**src/rtl/cache_port_arbiter.sv**
```systemverilog
// cache_port_arbiter: arbitrates NUM_REQ requester ports onto a single cache controller port.
// Optional build macro: ARB_ROUND_ROBIN_EN selects round-robin arbitration (default: fixed priority, lowest index wins).
// Ports:
//   clk, rst                 clock and asynchronous active-high reset
//   req, req_rw              per-requester request level and direction (1=write)
//   req_addr, req_wdata      flattened per-requester address / write data, requester k at [ADDR_W*k +: ADDR_W]
//   ack, rdata               one-cycle completion pulse per requester and the last read data
//   cache_address, cache_data_in, cache_rw, cache_req   request towards the cache controller
//   cache_data_out, cache_ready                         response from the cache controller
//   busy, grant_id           arbiter activity and current / most recent winner
module cache_port_arbiter #(
    parameter int NUM_REQ = 4,
    parameter int ADDR_W  = 32
) (
    input  logic                    clk,
    input  logic                    rst,
    input  logic [NUM_REQ-1:0]      req,
    input  logic [NUM_REQ*ADDR_W-1:0] req_addr,
    input  logic [NUM_REQ*ADDR_W-1:0] req_wdata,
    input  logic [NUM_REQ-1:0]      req_rw,
    output logic [NUM_REQ-1:0]      ack,
    output logic [ADDR_W-1:0]       rdata,
    output logic [ADDR_W-1:0]       cache_address,
    output logic [ADDR_W-1:0]       cache_data_in,
    output logic                    cache_rw,
    output logic                    cache_req,
    input  logic [ADDR_W-1:0]       cache_data_out,
    input  logic                    cache_ready,
    output logic                    busy,
    output logic [1:0]              grant_id
);
    typedef enum logic [1:0] {IDLE, ISSUE, WAIT, RESP} state_t;
    state_t state, state_nxt;
    logic [1:0] winner;
    logic [3:0] req_x;
    logic [3:0] rw_x;
    logic [ADDR_W-1:0] addr_a [4];
    logic [ADDR_W-1:0] wdata_a [4];
    logic grant;

    // Widen to four slots so a 2-bit index is always in range; absent ports read as idle.
    always_comb begin
        req_x = 4'(req);
        rw_x  = 4'(req_rw);
        for (int k = 0; k < 4; k++) begin
            addr_a[k]  = '0;
            wdata_a[k] = '0;
        end
        for (int k = 0; k < NUM_REQ; k++) begin
            addr_a[k]  = req_addr[k*ADDR_W +: ADDR_W];
            wdata_a[k] = req_wdata[k*ADDR_W +: ADDR_W];
        end
    end

    assign grant = (state == IDLE) && (|req);

`ifdef ARB_ROUND_ROBIN_EN
    logic [1:0] rr_ptr;
    logic [1:0] idx;

    // Scan from rr_ptr+1 downwards in distance so the closest requester wins.
    always_comb begin
        winner = '0;
        idx    = '0;
        for (int i = NUM_REQ - 1; i >= 0; i--) begin
            idx = 2'((int'(rr_ptr) + 1 + i) % NUM_REQ);
            if (req_x[idx]) winner = idx;
        end
    end

    always_ff @(posedge clk or posedge rst) begin
        if (rst) rr_ptr <= 2'(NUM_REQ - 1);
        else if (grant) rr_ptr <= winner;
    end
`else
    always_comb begin
        winner = '0;
        for (int i = NUM_REQ - 1; i >= 0; i--) begin
            if (req_x[i]) winner = 2'(i);
        end
    end
`endif

    always_ff @(posedge clk or posedge rst) begin
        if (rst) state <= IDLE;
        else state <= state_nxt;
    end

    always_comb begin
        state_nxt = state;
        case (state)
            IDLE:  state_nxt = (|req) ? ISSUE : IDLE;
            ISSUE: state_nxt = WAIT;
            WAIT:  state_nxt = cache_ready ? RESP : WAIT;
            RESP:  state_nxt = IDLE;
            default: state_nxt = IDLE;
        endcase
    end

    assign cache_req = (state == ISSUE);
    assign busy      = (state != IDLE);
    assign ack       = (state == RESP) ? (NUM_REQ'(1) << grant_id) : '0;

    always_ff @(posedge clk or posedge rst) begin
        if (rst) begin
            cache_address <= '0;
            cache_data_in <= '0;
            cache_rw      <= 1'b0;
            grant_id      <= '0;
            rdata         <= '0;
        end else begin
            if (grant) begin
                cache_address <= addr_a[winner];
                cache_data_in <= wdata_a[winner];
                cache_rw      <= rw_x[winner];
                grant_id      <= winner;
            end
            if (state == WAIT && cache_ready && !cache_rw) rdata <= cache_data_out;
        end
    end
endmodule

```
**config.mk**
```make
export PLATFORM = sky130hd
export DESIGN_NAME = cache_port_arbiter
export DESIGN_NICKNAME = d
export VERILOG_FILES = /design/src/rtl/cache_port_arbiter.sv
export SDC_FILE = /design/constraint.sdc
export NUM_CORES = 1
export LEC_CHECK = 0
export ABC_AREA = 1
export CAP_MARGIN = 20
export CORE_AREA = 2 2 158 160
export DETAILED_ROUTE_END_ITERATION = 10
export DIE_AREA = 0 0 160 162
export GPL_TIMING_DRIVEN = 1
export PLACE_DENSITY = 0.77
export SYNTH_ARGS = -nofsm -noshare
export SYNTH_HDL_FRONTEND = slang
export SYNTH_SLANG_ARGS = --single-unit
```
**constraint.sdc**
```tcl
create_clock -name clk -period 6.3 [get_ports clk]
set_input_delay 1.26 -clock clk [delete_from_list [all_inputs] [get_ports clk]]
set_output_delay 1.26 -clock clk [all_outputs]
set_load 0.005 [all_outputs]
```
Yosys cells after proc, flatten, opt, wreduce, memory -nomap -nowiden
Index checks and enable logic that the tools add are counted.

Order comparisons: 2. Equality and inequality tests: 3. Shift-type cells: 1. Mux-type cells: 16. Bitwise gates (word level): 1. Reductions and logical operators: 7.

Operator list (number): 32-bit binary-select mux with 2-bit select (2); 32-bit two-way mux (4); 2-bit two-way mux (4); 2-bit one-hot mux with 4 select lines (1); 2-bit == test, second input constant (2); 4-bit two-way mux (1); 4-bit OR reduction (1); 1-bit by 2-bit << shifter with 4-bit output, first input constant (1); 3-bit greater-or-equal comparator, second input constant (1); 1-bit logical AND (3); 2-bit by 3-bit < comparator with 1-bit output, second input constant (1); 1-bit two-way mux (3); 2-bit NOT with 3-bit output (1); 1-bit binary-select mux with 2-bit select (1); 2-bit by 1-bit == test with 1-bit output, second input constant (1); 2-bit logical NOT (1); 2-bit nonzero test (1); 1-bit logical NOT (1).

Register bits after elaboration: 101. Bits of input ports: 299. Output and inout bits: 105. Word-level logic and storage cells: 36.

Longest topological paths before layout
Depth in word-level cells: 8. Gate-level depth with buffers: 11. Depth with buffers taken out: 9.

Worst setup path before layout
Ideal clock, no wire load.

Path kind: in2reg. From: input port cache_ready. To: register rdata[0]. Library setup time: 125 ps. Arrival: 2120 ps. Required time: 6175 ps. Setup slack: 4055 ps. Stages: 5. Path buffers: 2. Cells stage by stage: nand2_1 -> or2_1 -> clkbuf_1 -> buf_2 -> mux2_2.

Longest elaborated chain between the ends: 2.

RTL lines: start: declaration (RTL line 28) `input logic cache_ready,`; 1-bit logical AND (2 in series) (RTL line 118) `if (state == WAIT && cache_ready && !cache_rw) rdata <= cache_data_out;`; end signal: assignment (RTL line 118); end: declaration (RTL line 22) `output logic [ADDR_W-1:0] rdata,`.

No other way between the ends. A chain may end at the register's enable or synchronous reset.

Worst setup path in the final report
From: input port req[1]. To: register cache_address[9].

Longest elaborated chain between the ends: 6. Elaborated cells on any way between the ends: 8. Classes of those cells: mux: 5; bitwise: 1; reduce/logical: 2.

RTL lines: start: declaration (RTL line 17) `input logic [NUM_REQ-1:0] req,`; 2-bit two-way mux (2 in series) (RTL line 79) `if (req_x[i]) winner = 2'(i);`; 2-bit NOT with 3-bit output (not written as such) (RTL line 113) `cache_address <= addr_a[winner];`; 32-bit binary-select mux with 2-bit select (RTL line 113); 32-bit two-way mux (not written as such) (2 in series) (RTL line 113); end signal: assignment (RTL line 113); end: declaration (RTL line 23) `output logic [ADDR_W-1:0] cache_address,`.

Parallel ways exist; a longest one is shown, timed or not. The select of a mux whose other input is x is not followed.

==> impl_summary.txt <==
----------------------------------------------------
[Logic synthesis]
  Net count of the mapped netlist ... 1458
  Post-Syn Instances ... 1154
  #FFs+latches synth ... 101
  Mean Syn Cell Area ... 6.25 um2
  Yosys warning count ... 0
  Seq/Total Area, Yosys ... 0.351
  Count of unique library cells instantiated by Yosys ... 20
  Cell Area, Synth ... between 7000 and 8000 um2

[Power]
  Portion of total power attributed to combinational logic ... 0.510
  Largest vdd supply drop ... 0.170 mV
  Power per unit of standard cell area ... 302 nW/um2
  Switching power as a share of total power ... 0.358
  Seq pwr share ... 0.332
  Switching power ... 0.00126 W
  Clock network power share ... 0.159
  Total internal power ... 0.00226 W
  Leak ... 6.26 nW

[Critical path]
  Worst reg-to-reg setup slack ... 4180 ps
  Worst R2R Path Depth ... 7
  Most numerous cell on the critical path ... sky130_fd_sc_hd__nand2_1
  Start-to-end type of the worst setup path ... primary input to flop
  Crit end category ... flop
  Critical Path Source Type ... primary input
  Required time reported for the critical path endpoint ... 6550 ps
  Arrival time at the worst endpoint ... 3740 ps
  Longest individual stage delay on the worst path ... approximately 760 ps
  Cell breakdown of the critical path ... clkdlybuf4s50_1 -> inv_2 -> nand2_4 -> buf_4 -> nand3_1 -> nand3_1 -> nand2_1 -> nand2_1 -> nand2_1
  Library cell contributing the largest single delay on the critical path ... sky130_fd_sc_hd__buf_4
  Maximum fanout count along the critical path ... 88

[STA]
  RSZ-0062 raised after global routing ... no
  Normalized max-slew margin ... 0.360
  Final Hold Violating Endpoints ... 0
  Pin slew with the least headroom to its limit ... 960 ps
  Total negative setup slack ... 0 ps
  Final-report max-slew violation count ... 0
  Setup violation total in the final timing report ... 0
  Part of the cycle the worst path needs ... 0.553
  Final worst-path setup slack ... roughly 2800 ps
  Fmax achieved ... 287 MHz
  Clock period minus worst slack ... roughly 3500 ps
  Fin Clk Skew ... 14.3 ps

[Placement]
  Weighted congestion at the end of routability-driven global placement ... 0.963
  Placed wire-length estimate ... 20.2 mm
  PortBufs ... 403
  Cells after DPL ... 1817
  Post-placement worst setup slack ... 2440 ps

[Floorplanning]
  Vertical die dimension ... 162 um
  Total core area ... 24100 um2
  I/O pin count ... 404
  FP Rows ... 57
  Chip Width ... 160 um
  Initial standard-cell utilization of the core ... 0.299
  Die ar. ... 25900 um2

[Clock tree]
  Latest clock arrival within the worst-skew pair ... roughly 360 ps
  Worst-path clk slew ... 70 ps
  Number of levels in the clock H-tree ... 3
  Max Buffers Root-to-Sink ... 2
  Number of clock buffers inserted by TritonCTS ... 9
  Setup repair bufs after CTS ... 0
  TritonCTS clock tree ... built
  Sink Count ... 101
  Post-CTS sizing ... 0
  Number of buffers added to fix hold violations after cts ... 0
  CTS root buf ... sky130_fd_sc_hd__clkbuf_16

[GRT]
  Wire length of the first global-routing pass ... 43.1 mm
  GR Util All Layers ... 0.209
  Global route overflow ... 0
  Largest net degree at the start of global routing ... 89
  Number of antenna violations at the first check in global routing ... 0
  Number of global-route vias before repair ... ~8100

[Run status]
  Result of the run ... finished, final reports clean

[Finish]
  ANT cells ... 0
  Final core occ ... 0.484
  NumNets Final ... 1808
  Fraction of layout cells with a size suffix above 1 ... 0.0378
  Number of non-filler instances in the completed layout ... 1833
  Number of fill cells in the layout ... ~2400
  Area Growth Syn to Fin ... 61.8%

[Route]
  Number of remaining DRC errors ... 0
  Via Count ... 8412
  Avg WL per Cell ... 14.9 um
  Total routed wirelength ... around 27 mm
  Post-detailed-route count of antenna-violating nets ... 0
  Number of optimization iterations in the first detailed-route pass ... 5
  Violation count after the first detailed-route iteration ... 749
  Per-cell via count in the routed design ... 4.59

[Run]
  Maximum Capacitance Violations ... 0

[Worst hold path]
  Worst hold path cell count ... 2
  Worst min path class ... flop to flop

----------------------------------------------------
## path summary, 6_finish.rpt
check | from | endpoint
setup / recovery | req[1] | cache_address[9]
hold reg to reg | cache_data_in[11] | cache_data_in[11]
max in group asynchronous | rst | cache_address[23]
setup reg to reg | state[0] | cache_address[2]
min in group asynchronous | rst | rdata[18]
hold / removal | cache_data_in[11] | cache_data_in[11]
## cell type report
class	instances	area [um2]	area share
repair buffers	413	4110	0.352
inverters	271	1020	0.0876
clock buffers	10	229	0.0196
clock inverters	6	56.3	0.00483
well taps	324	405	0.0348
flip-flops and latches	101	2530	0.217
multi-input cells	708	3310	0.284
## cells in the mapped netlist (all sizes together)
cell type,instances,area (um2)
nand2,399,1500
inv,271,1020
nand3,261,1310
dfrtp,101,2530
buf,56,303
mux2,32,360
clkbuf,18,67.6
ha,5,62.6
nor3,5,30.0
o21ai,3,15.0
nor2,2,10.0
or2,1,6.26
## metal layers
metal | share of wire | vias up | track usage
li1 | - | 4141 | -
met1 | 0.43 | 3823 | 0.271
met2 | 0.46 | 390 | 0.338
met3 | 0.077 | 58 | 0.0488
met4 | 0.032 | 0 | 0.0815
met5 | 0 | - | 0
## cells by family (layout without fill, tap and decap cells)
kind of cell / Yosys count / count (layout) / synth area share
flip-flops: 101 / 101 / 0.351
multiplexers: 32 / 32 / 0.0500
AND/OR/NAND/NOR: 668 / 668 / 0.396
buffers and inverters: 345 / 700 / 0.192
AO/OA/AOI/OAI: 3 / 3 / 0.00208
adder cells (fa/ha/maj): 5 / 5 / 0.00868
## metrics by stage
stage	total power [W]	instance area (um2)	hold WS, ps
floorplan	0.00189	7210	472
global placement	0.00295	11400	462
detailed placement	0.00299	11400	464
CTS	0.00356	11700	483
global route	0.00379	11700	500
finish	0.00352	11700	481
## critical path: cells and delay by family
family	cells	cell delay, ps
buffers and inverters	3	1410
and+or+nand+nor	6	950
## sequential cells by signal, summed over array words and instances (netlist names)
signal and count:
cache_rw 1, rdata 32, cache_data_in 32, grant_id 2, cache_address 32, state 2
## power groups by stage
stage	Sequential, W	Combinational, W	Clock, W
finish	0.00117	0.00179	0.000558
global route	0.00121	0.00198	0.000603
CTS	0.00117	0.00182	0.000574
detailed placement	0.00117	0.00182	0
global placement	0.00117	0.00178	0
floorplan	0.00118	0.000716	0
## cell usage in the layout, fill, tap and decap left out, types with 3 or more instances in the layout
cell                                n
sky130_fd_sc_hd__buf_4             10
sky130_fd_sc_hd__clkbuf_16          9
sky130_fd_sc_hd__clkdlybuf4s50_1  403
sky130_fd_sc_hd__clkinv_4           3
sky130_fd_sc_hd__dfrtp_1          101
sky130_fd_sc_hd__ha_1               5
sky130_fd_sc_hd__inv_1            267
sky130_fd_sc_hd__mux2_1            10
sky130_fd_sc_hd__mux2_2            22
sky130_fd_sc_hd__nand2_1          395
sky130_fd_sc_hd__nand3_1          261
sky130_fd_sc_hd__nor3_1             4
sky130_fd_sc_hd__o21ai_0            3
Power figures use the tool's default switching activity.
